--- src/rtl/resp_collect_ctrl.sv ---
// Response collector: gathers up to 8 real responses into free buffer slots, then holds a completion.
// Optional macro RESP_TIMEOUT_EN forces completion (cmpl_err=1) after TIMEOUT_CYC idle COLLECT cycles.
module resp_collect_ctrl #(
    parameter int unsigned TIMEOUT_CYC = 1024
) (
    input  logic       clk,
    input  logic       rst_n,
    input  logic       txn_valid,
    output logic       txn_ready,
    input  logic [7:0] txn_mask,
    input  logic       resp_valid,
    output logic       resp_ready,
    output logic       resp_wr_en,
    output logic [2:0] resp_wr_ptr,
    output logic       cmpl_valid,
    input  logic       cmpl_ready,
    output logic [3:0] cmpl_cnt,
    output logic       cmpl_err,
    output logic [7:0] occ
);

    typedef enum logic [1:0] {
        IDLE,
        COLLECT,
        DRAIN
    } state_t;

    state_t     state, state_nxt;
    logic [7:0] occ_q;
    logic [7:0] occ_upd;
    logic [2:0] push_cnt;
    logic [3:0] cnt_q;
    logic [2:0] free_ptr;
    logic [2:0] idx;
    logic       found;
    logic       txn_hs;
    logic       resp_hs;
    logic       cmpl_hs;
    logic       timeout_hit;

    assign txn_hs  = txn_valid & txn_ready;
    assign resp_hs = resp_valid & resp_ready;
    assign cmpl_hs = cmpl_valid & cmpl_ready;

    // First free slot at or above push_cnt, wrapping modulo 8.
    always_comb begin
        free_ptr = '0;
        found    = 1'b0;
        idx      = '0;
        for (int unsigned i = 0; i < 8; i++) begin
            idx = push_cnt + 3'(i);
            if (!found && !occ_q[idx]) begin
                free_ptr = idx;
                found    = 1'b1;
            end
        end
    end

    assign occ_upd = occ_q | (8'b1 << free_ptr);

`ifdef RESP_TIMEOUT_EN
    localparam int unsigned TO_W = $clog2(TIMEOUT_CYC) + 1;

    logic [TO_W-1:0] to_cnt;
    logic            err_q;

    // Counter only runs while COLLECT sees no handshake; any other cycle clears it.
    always_ff @(posedge clk or negedge rst_n) begin
        if (!rst_n) begin
            to_cnt <= '0;
        end else if (state == COLLECT && !resp_hs) begin
            to_cnt <= to_cnt + 1'b1;
        end else begin
            to_cnt <= '0;
        end
    end

    assign timeout_hit = (state == COLLECT) && !resp_hs && (to_cnt == TO_W'(TIMEOUT_CYC - 1));

    always_ff @(posedge clk or negedge rst_n) begin
        if (!rst_n) begin
            err_q <= 1'b0;
        end else if (txn_hs) begin
            err_q <= 1'b0;
        end else if (timeout_hit) begin
            err_q <= 1'b1;
        end
    end

    assign cmpl_err = err_q;
`else
    assign timeout_hit = 1'b0;
    assign cmpl_err    = 1'b0;
`endif

    always_ff @(posedge clk or negedge rst_n) begin
        if (!rst_n) begin
            state <= IDLE;
        end else begin
            state <= state_nxt;
        end
    end

    always_comb begin
        state_nxt = state;
        case (state)
            IDLE: begin
                if (txn_valid) begin
                    state_nxt = (txn_mask == 8'h00) ? DRAIN : COLLECT;
                end
            end
            COLLECT: begin
                if (resp_hs && occ_upd == 8'hFF) begin
                    state_nxt = DRAIN;
                end else if (timeout_hit) begin
                    state_nxt = DRAIN;
                end
            end
            DRAIN: begin
                if (cmpl_ready) begin
                    if (txn_valid) begin
                        state_nxt = (txn_mask == 8'h00) ? DRAIN : COLLECT;
                    end else begin
                        state_nxt = IDLE;
                    end
                end
            end
            default: state_nxt = IDLE;
        endcase
    end

    always_comb begin
        txn_ready   = 1'b0;
        resp_ready  = 1'b0;
        resp_wr_en  = 1'b0;
        resp_wr_ptr = '0;
        cmpl_valid  = 1'b0;
        case (state)
            IDLE: begin
                txn_ready = 1'b1;
            end
            COLLECT: begin
                resp_ready  = 1'b1;
                resp_wr_en  = resp_valid;
                resp_wr_ptr = free_ptr;
            end
            DRAIN: begin
                cmpl_valid = 1'b1;
                txn_ready  = cmpl_ready;
            end
            default: ;
        endcase
    end

    // A new transaction accepted in DRAIN overrides the occupancy clear.
    always_ff @(posedge clk or negedge rst_n) begin
        if (!rst_n) begin
            occ_q    <= '0;
            push_cnt <= '0;
            cnt_q    <= '0;
        end else if (txn_hs) begin
            occ_q    <= ~txn_mask;
            push_cnt <= '0;
            cnt_q    <= '0;
        end else if (cmpl_hs) begin
            occ_q <= '0;
        end else if (resp_hs) begin
            occ_q    <= occ_upd;
            push_cnt <= free_ptr + 3'd1;
            cnt_q    <= cnt_q + 4'd1;
        end
    end

    assign occ      = occ_q;
    assign cmpl_cnt = cnt_q;

endmodule

--- config.mk ---
export PLATFORM = sky130hd
export DESIGN_NAME = resp_collect_ctrl
export DESIGN_NICKNAME = d
export VERILOG_FILES = /design/src/rtl/resp_collect_ctrl.sv
export SDC_FILE = /design/constraint.sdc
export NUM_CORES = 1
export LEC_CHECK = 0
export CAP_MARGIN = 30
export CORE_ASPECT_RATIO = 2
export CORE_MARGIN = 2
export CORE_UTILIZATION = 37
export CTS_CLUSTER_SIZE = 30
export DETAILED_ROUTE_END_ITERATION = 8
export PLACE_DENSITY = 0.56
export RECOVER_POWER = 100
export SLEW_MARGIN = 5
export SYNTH_ARGS = -nofsm -noshare
export SYNTH_HDL_FRONTEND = slang
export SYNTH_SLANG_ARGS = --single-unit
--- constraint.sdc ---
create_clock -name clk -period 5.1 [get_ports clk]
set_input_delay 1.02 -clock clk [delete_from_list [all_inputs] [get_ports clk]]
set_output_delay 1.02 -clock clk [all_outputs]
set_load 0.01 [all_outputs]
# Yosys cells after proc, flatten, opt, wreduce, memory -nomap -nowiden
# Cells that the tools add are included.
dict set report op_classes {
  addsub 9
  n_lt_le_gt_ge 8
  n_eq_ne 7
  shift 1
  n_mux 51
  bitwise 5
  reduce_logical 27
}
# operator n
set ops {}
lappend ops {{$mux 3} 12}
lappend ops {{$lt 3x4->1 const B} 8}
lappend ops {{$bmux 1 s3} 8}
lappend ops {{$mux 8} 3}
lappend ops {{$mux 1} 18}
lappend ops {{$logic_not 1->1} 13}
lappend ops {{$add 3x3->3 const B} 4}
lappend ops {{$mux 4} 3}
lappend ops {{$mux 2} 5}
lappend ops {{$eq 8x8->1 const B} 1}
lappend ops {{$logic_and 1x1->1} 8}
lappend ops {{$logic_not 8->1} 1}
lappend ops {{$ne 2x2->1 const B} 4}
lappend ops {{$not 8->8} 1}
lappend ops {{$or 8x8->8} 1}
lappend ops {{$shl 1x3->8 const A} 1}
lappend ops {{$add 3x1->3 const B} 2}
lappend ops {{$add 3x2->3 const B} 2}
lappend ops {{$pmux 2 s3} 1}
lappend ops {{$add 4x1->4 const B} 1}
lappend ops {{$and 1x1->1} 3}
lappend ops {{$reduce_and 3->1} 1}
lappend ops {{$reduce_bool 3->1} 1}
lappend ops {{$eq 2x1->1 const B} 1}
lappend ops {{5 further kinds} 5}
dict set report word_totals {
  register_bits 17
  out_inout_bits 20
  elab_cells 112
}

# Longest topological paths before layout
dict set report depth {
  depth_word 30
  depth_mapped 18
  ltp_nobuf 14
}

# Worst setup path before layout
# Ideal clock, no wire load.
dict set report synth_path {
  kind {register -> output}
  startpoint {reg push_cnt[1]}
  endpoint {out resp_wr_ptr[1]}
  arrival_ps 3062
  setup_slack_ps 1018
  path_stages_with_launch 14
  n_path_buf 4
  path_cell_list {dfrtp_1 > buf_2 > inv_1 > ha_1 > buf_6 > buf_8 > mux2_4 > mux4_2 > a32o_2 > and3_1 > a221oi_2 > a21oi_2 > buf_4 > and2_1}
}
dict set report synth_between {
  elab_chain_len 25
}
# item line
set synth_rtl {}
lappend synth_rtl {{start, declared} 31} ;# logic [2:0] push_cnt;
lappend synth_rtl {{start signal, assigned} 169} ;# push_cnt <= free_ptr + 3'd1;
lappend synth_rtl {{$add 3x1->3} 51} ;# idx = push_cnt + 3'(i);
lappend synth_rtl {{$bmux 1 s3} 52} ;# if (!found && !occ_q[idx]) begin
lappend synth_rtl {{$mux 1 (implied by the code)} 52}
lappend synth_rtl {{$logic_not 1->1} 52}
lappend synth_rtl {{$logic_and 1x1->1} 52}
lappend synth_rtl {{$mux 1} 52}
lappend synth_rtl {{$logic_not 1->1} 52}
lappend synth_rtl {{$logic_and 1x1->1} 52}
lappend synth_rtl {{[... 9 more ...]} --}
lappend synth_rtl {{$mux 1} 52}
lappend synth_rtl {{$logic_not 1->1} 52}
lappend synth_rtl {{$logic_and 1x1->1} 52}
lappend synth_rtl {{$mux 1} 52}
lappend synth_rtl {{$logic_not 1->1} 52}
lappend synth_rtl {{$logic_and 1x1->1} 52}
lappend synth_rtl {{$mux 3 *} 52}
lappend synth_rtl {{$mux 3 *} 138} ;# case (state)
lappend synth_rtl {{end, declared} 14} ;# output logic [2:0] resp_wr_ptr,
# Mark *: on every way between the ends. The rest lies on a longest branch, timed or not. The select of a mux whose other input is x is not followed.

# Worst setup path after layout
# Ends and elaborated chain as after synthesis.

==> run summary <==
Area of the placeable core = 5090 sq um
Logic depth of the worst register-to-register path = 15
Relative slew margins = 46.4%
Class of the most critical hold timing path = flop to flop
Detailed-placement wirelength estimate = 5040 um
Largest buffer count on any clock path = 2
# DRC = 0
Final-report hold violation count = 0
Total detailed-routing wirelength = 6290 um
Total of flip-flops plus latches after synthesis = 17
Die extent in x = 55.3 um
Max Cap Viol = 0
Count of input and output buffers = 31
Global-route usage over all layers = 22.5%
Number of antenna violations at the first check in global routing = 0
Maximum number of pins on one net before global-route repair = 18
Vias in the first global route = 2009
Later-pin clock latency in the skew report = 270 ps
Setup TNS = 0 ps
Clock transition at the registers of the reported paths = 70 ps
Share of synthesized registers carrying an async set or reset = 100%
Worst setup path category = flop to output pin
Unrepaired setup endpoints after global routing = false
Clk_skew = 6.05 ps
Site Rows = 37
Clock root buffer master = sky130_fd_sc_hd__clkbuf_8
Setup repair bufs after CTS = 0
Number of placed I/O pins = 33
Worst hold path startpoint = state[0]
Worst slew pin tran = 802 ps
Final ANT Viol Nets = 0
Dominant synthesized flop cell = sky130_fd_sc_hd__dfrtp_1
Worst r2r src = push_cnt[1]
Final clock period utilization by the worst path = 94.1%
Fraction of final layout cells with drive strength greater than 1 = 15.7%
Ant. Diodes = 0
Final number of setup-violating endpoints = 0
Endpoint of the worst hold path = state[1]
Fmax achieved = 208 MHz
Critical Path Start Type = flop
Worst endpoint required time = 4080 ps
Num CTS Buffers = 3
Post-synth design cell area = 1950 sq um
Synth unique cells = 65
Clock tree from TritonCTS = built
Number of nets in the finished design = 260
Pins Over Slew Limit = 0
Final critical path time including I/O delays and setup = 4800 ps
Type of destination of the critical path = output pin
Terminus of the critical flop-to-flop path = state[0]
Synthesis Warnings = 0
Register area share after synthesis = 21.8%
Signed area change from the synthesized netlist to the final layout = 18.5%
Syn nets = 233
Worst R2R Setup Slack = 860 ps
Via/cell ratio = 6.23
Data arrival time of the critical path = 3780 ps
Wire length of the first global-routing pass = 10100 um
Hold Path Cell Cnt = 1
Total gr overflow = 0
Average cell area after synthesis = 9.02 sq um
Die Footprint = 5900 sq um
Vert. Die Dim = 107 um
RePlAce Congestion = 0.887
Effective utilization at floorplan = 38.3%
Status = finished clean
Detailed Routing Iterations Pass 1 = 4
Critical path fanouts, max = 14
Vias = 1870
Number of synthesized flops with an enable pin = 0
WL per Instance = 21.0 um
Number of DRC markers in iteration 0 = 60
Clock H-tree levels = 1
Synth Instances = 216
CTS Sinks = 17
## cell usage after synthesis (all sizes together) (3+ instances only)
library cell | instances | area (sq um)
a31oi | 4 | 25.0
o21ai | 14 | 70.1
dfrtp | 17 | 425
or3 | 3 | 18.8
o21a | 3 | 22.5
and2 | 9 | 58.8
buf | 9 | 77.6
o41ai | 3 | 33.8
nor4 | 6 | 37.5
mux4 | 11 | 259
nor2 | 22 | 82.6
nor2b | 6 | 37.5
mux2 | 9 | 105
nand2 | 16 | 62.6
ha | 4 | 50.1
inv | 11 | 41.3
mux2i | 5 | 53.8
o22ai | 3 | 18.8
a21oi | 9 | 48.8
xor2 | 4 | 35.0
clkbuf | 4 | 15.0
o32ai | 3 | 26.3
nand3 | 6 | 30.0
## area by class of cell
cell class,instances,area [sq um]
clock buffers,3,41.3
clock inverters,1,7.51
fillers,531,2780
inverters,11,41.3
multi-input cells,175,1380
flip-flops and latches,17,425
well taps,58,72.6
repair buffers,35,337
## worst max path at each step
stage / start / to / slack, ps / cells past startpoint
floorplan: push_cnt[1] / resp_wr_ptr[1] / 1020 / 13
global placement: push_cnt[1] / resp_wr_ptr[2] / 490 / 10
detailed placement: push_cnt[1] / resp_wr_ptr[2] / 520 / 10
CTS: push_cnt[1] / resp_wr_ptr[2] / 200 / 10
global route: push_cnt[1] / resp_wr_ptr[1] / 70 / 10
finish: push_cnt[1] / resp_wr_ptr[1] / 300 / 10
## flip-flops by register name (all words and copies together) (netlist names)
name / flops
occ: 8
cmpl_cnt: 4
push_cnt: 3
state: 2
## routing by layer
layer | GRT usage, % | up-vias | wire [um]
met3 | 1.69 | 27 | 168
li1 | - | 884 | -
met2 | 44.5 | 53 | 3730
met5 | 0 | - | 0
met1 | 20.1 | 906 | 2000
met4 | 17.2 | 0 | 391
## kinds of logic after synthesis
group,after synthesis,synth area share [%]
buffers and inverters,24,6.87
DFF,17,21.8
xor gates and xnor gates,5,2.25
muxes,25,21.5
and+or+nand+nor,78,20.9
AOI/OAI and AO/OA,62,24.0
other,1,0.192
adders and majority gates,4,2.57
## stage by stage
stage | hold slack (ps) | setup slack (ps) | instance area [sq um] | instances | util (%)
floorplan | 467 | 1020 | 1950 | 216 | -
global route | 548 | 66.6 | 2310 | 300 | 45.3
global placement | 521 | 490 | 2270 | 296 | 44.5
finish | 524 | 298 | 2310 | 300 | 45.3
detailed placement | 520 | 518 | 2270 | 296 | 44.5
CTS | 530 | 201 | 2320 | 300 | 45.5
## placed cells by master, fill, tap and decap left out, drive strengths merged, types with 5 or more instances in the layout
cell	instances
dfrtp	17
a21oi	9
nand2	16
mux2i	5
nor2b	6
dlygate4sd3	20
mux4	11
mux2	9
nor2	22
o21ai	14
nor4	6
and2	9
clkdlybuf4s50	11
inv	11
nand3	6
## worst max-delay path, stage by stage (launching register included)
cell and delay (ps):
sky130_fd_sc_hd__dfrtp_1 340, sky130_fd_sc_hd__inv_1 100, sky130_fd_sc_hd__ha_2 550, sky130_fd_sc_hd__mux2_2 390, sky130_fd_sc_hd__mux4_2 520, sky130_fd_sc_hd__a32oi_1 310, sky130_fd_sc_hd__o2bb2ai_1 150, sky130_fd_sc_hd__a221oi_2 300
sky130_fd_sc_hd__a21oi_2 70, sky130_fd_sc_hd__and2_1 160, sky130_fd_sc_hd__dlygate4sd3_1 610
## repair_timing
action | 4_1_cts | 5_1_grt
endpoints found under the setup margin | 0 | 2
hold buffers | 0 | 0
gates resized for setup | 0 | 1
Power is not shown: default switching activity piles up to over one toggle a cycle in this logic, so the estimate is an artifact.
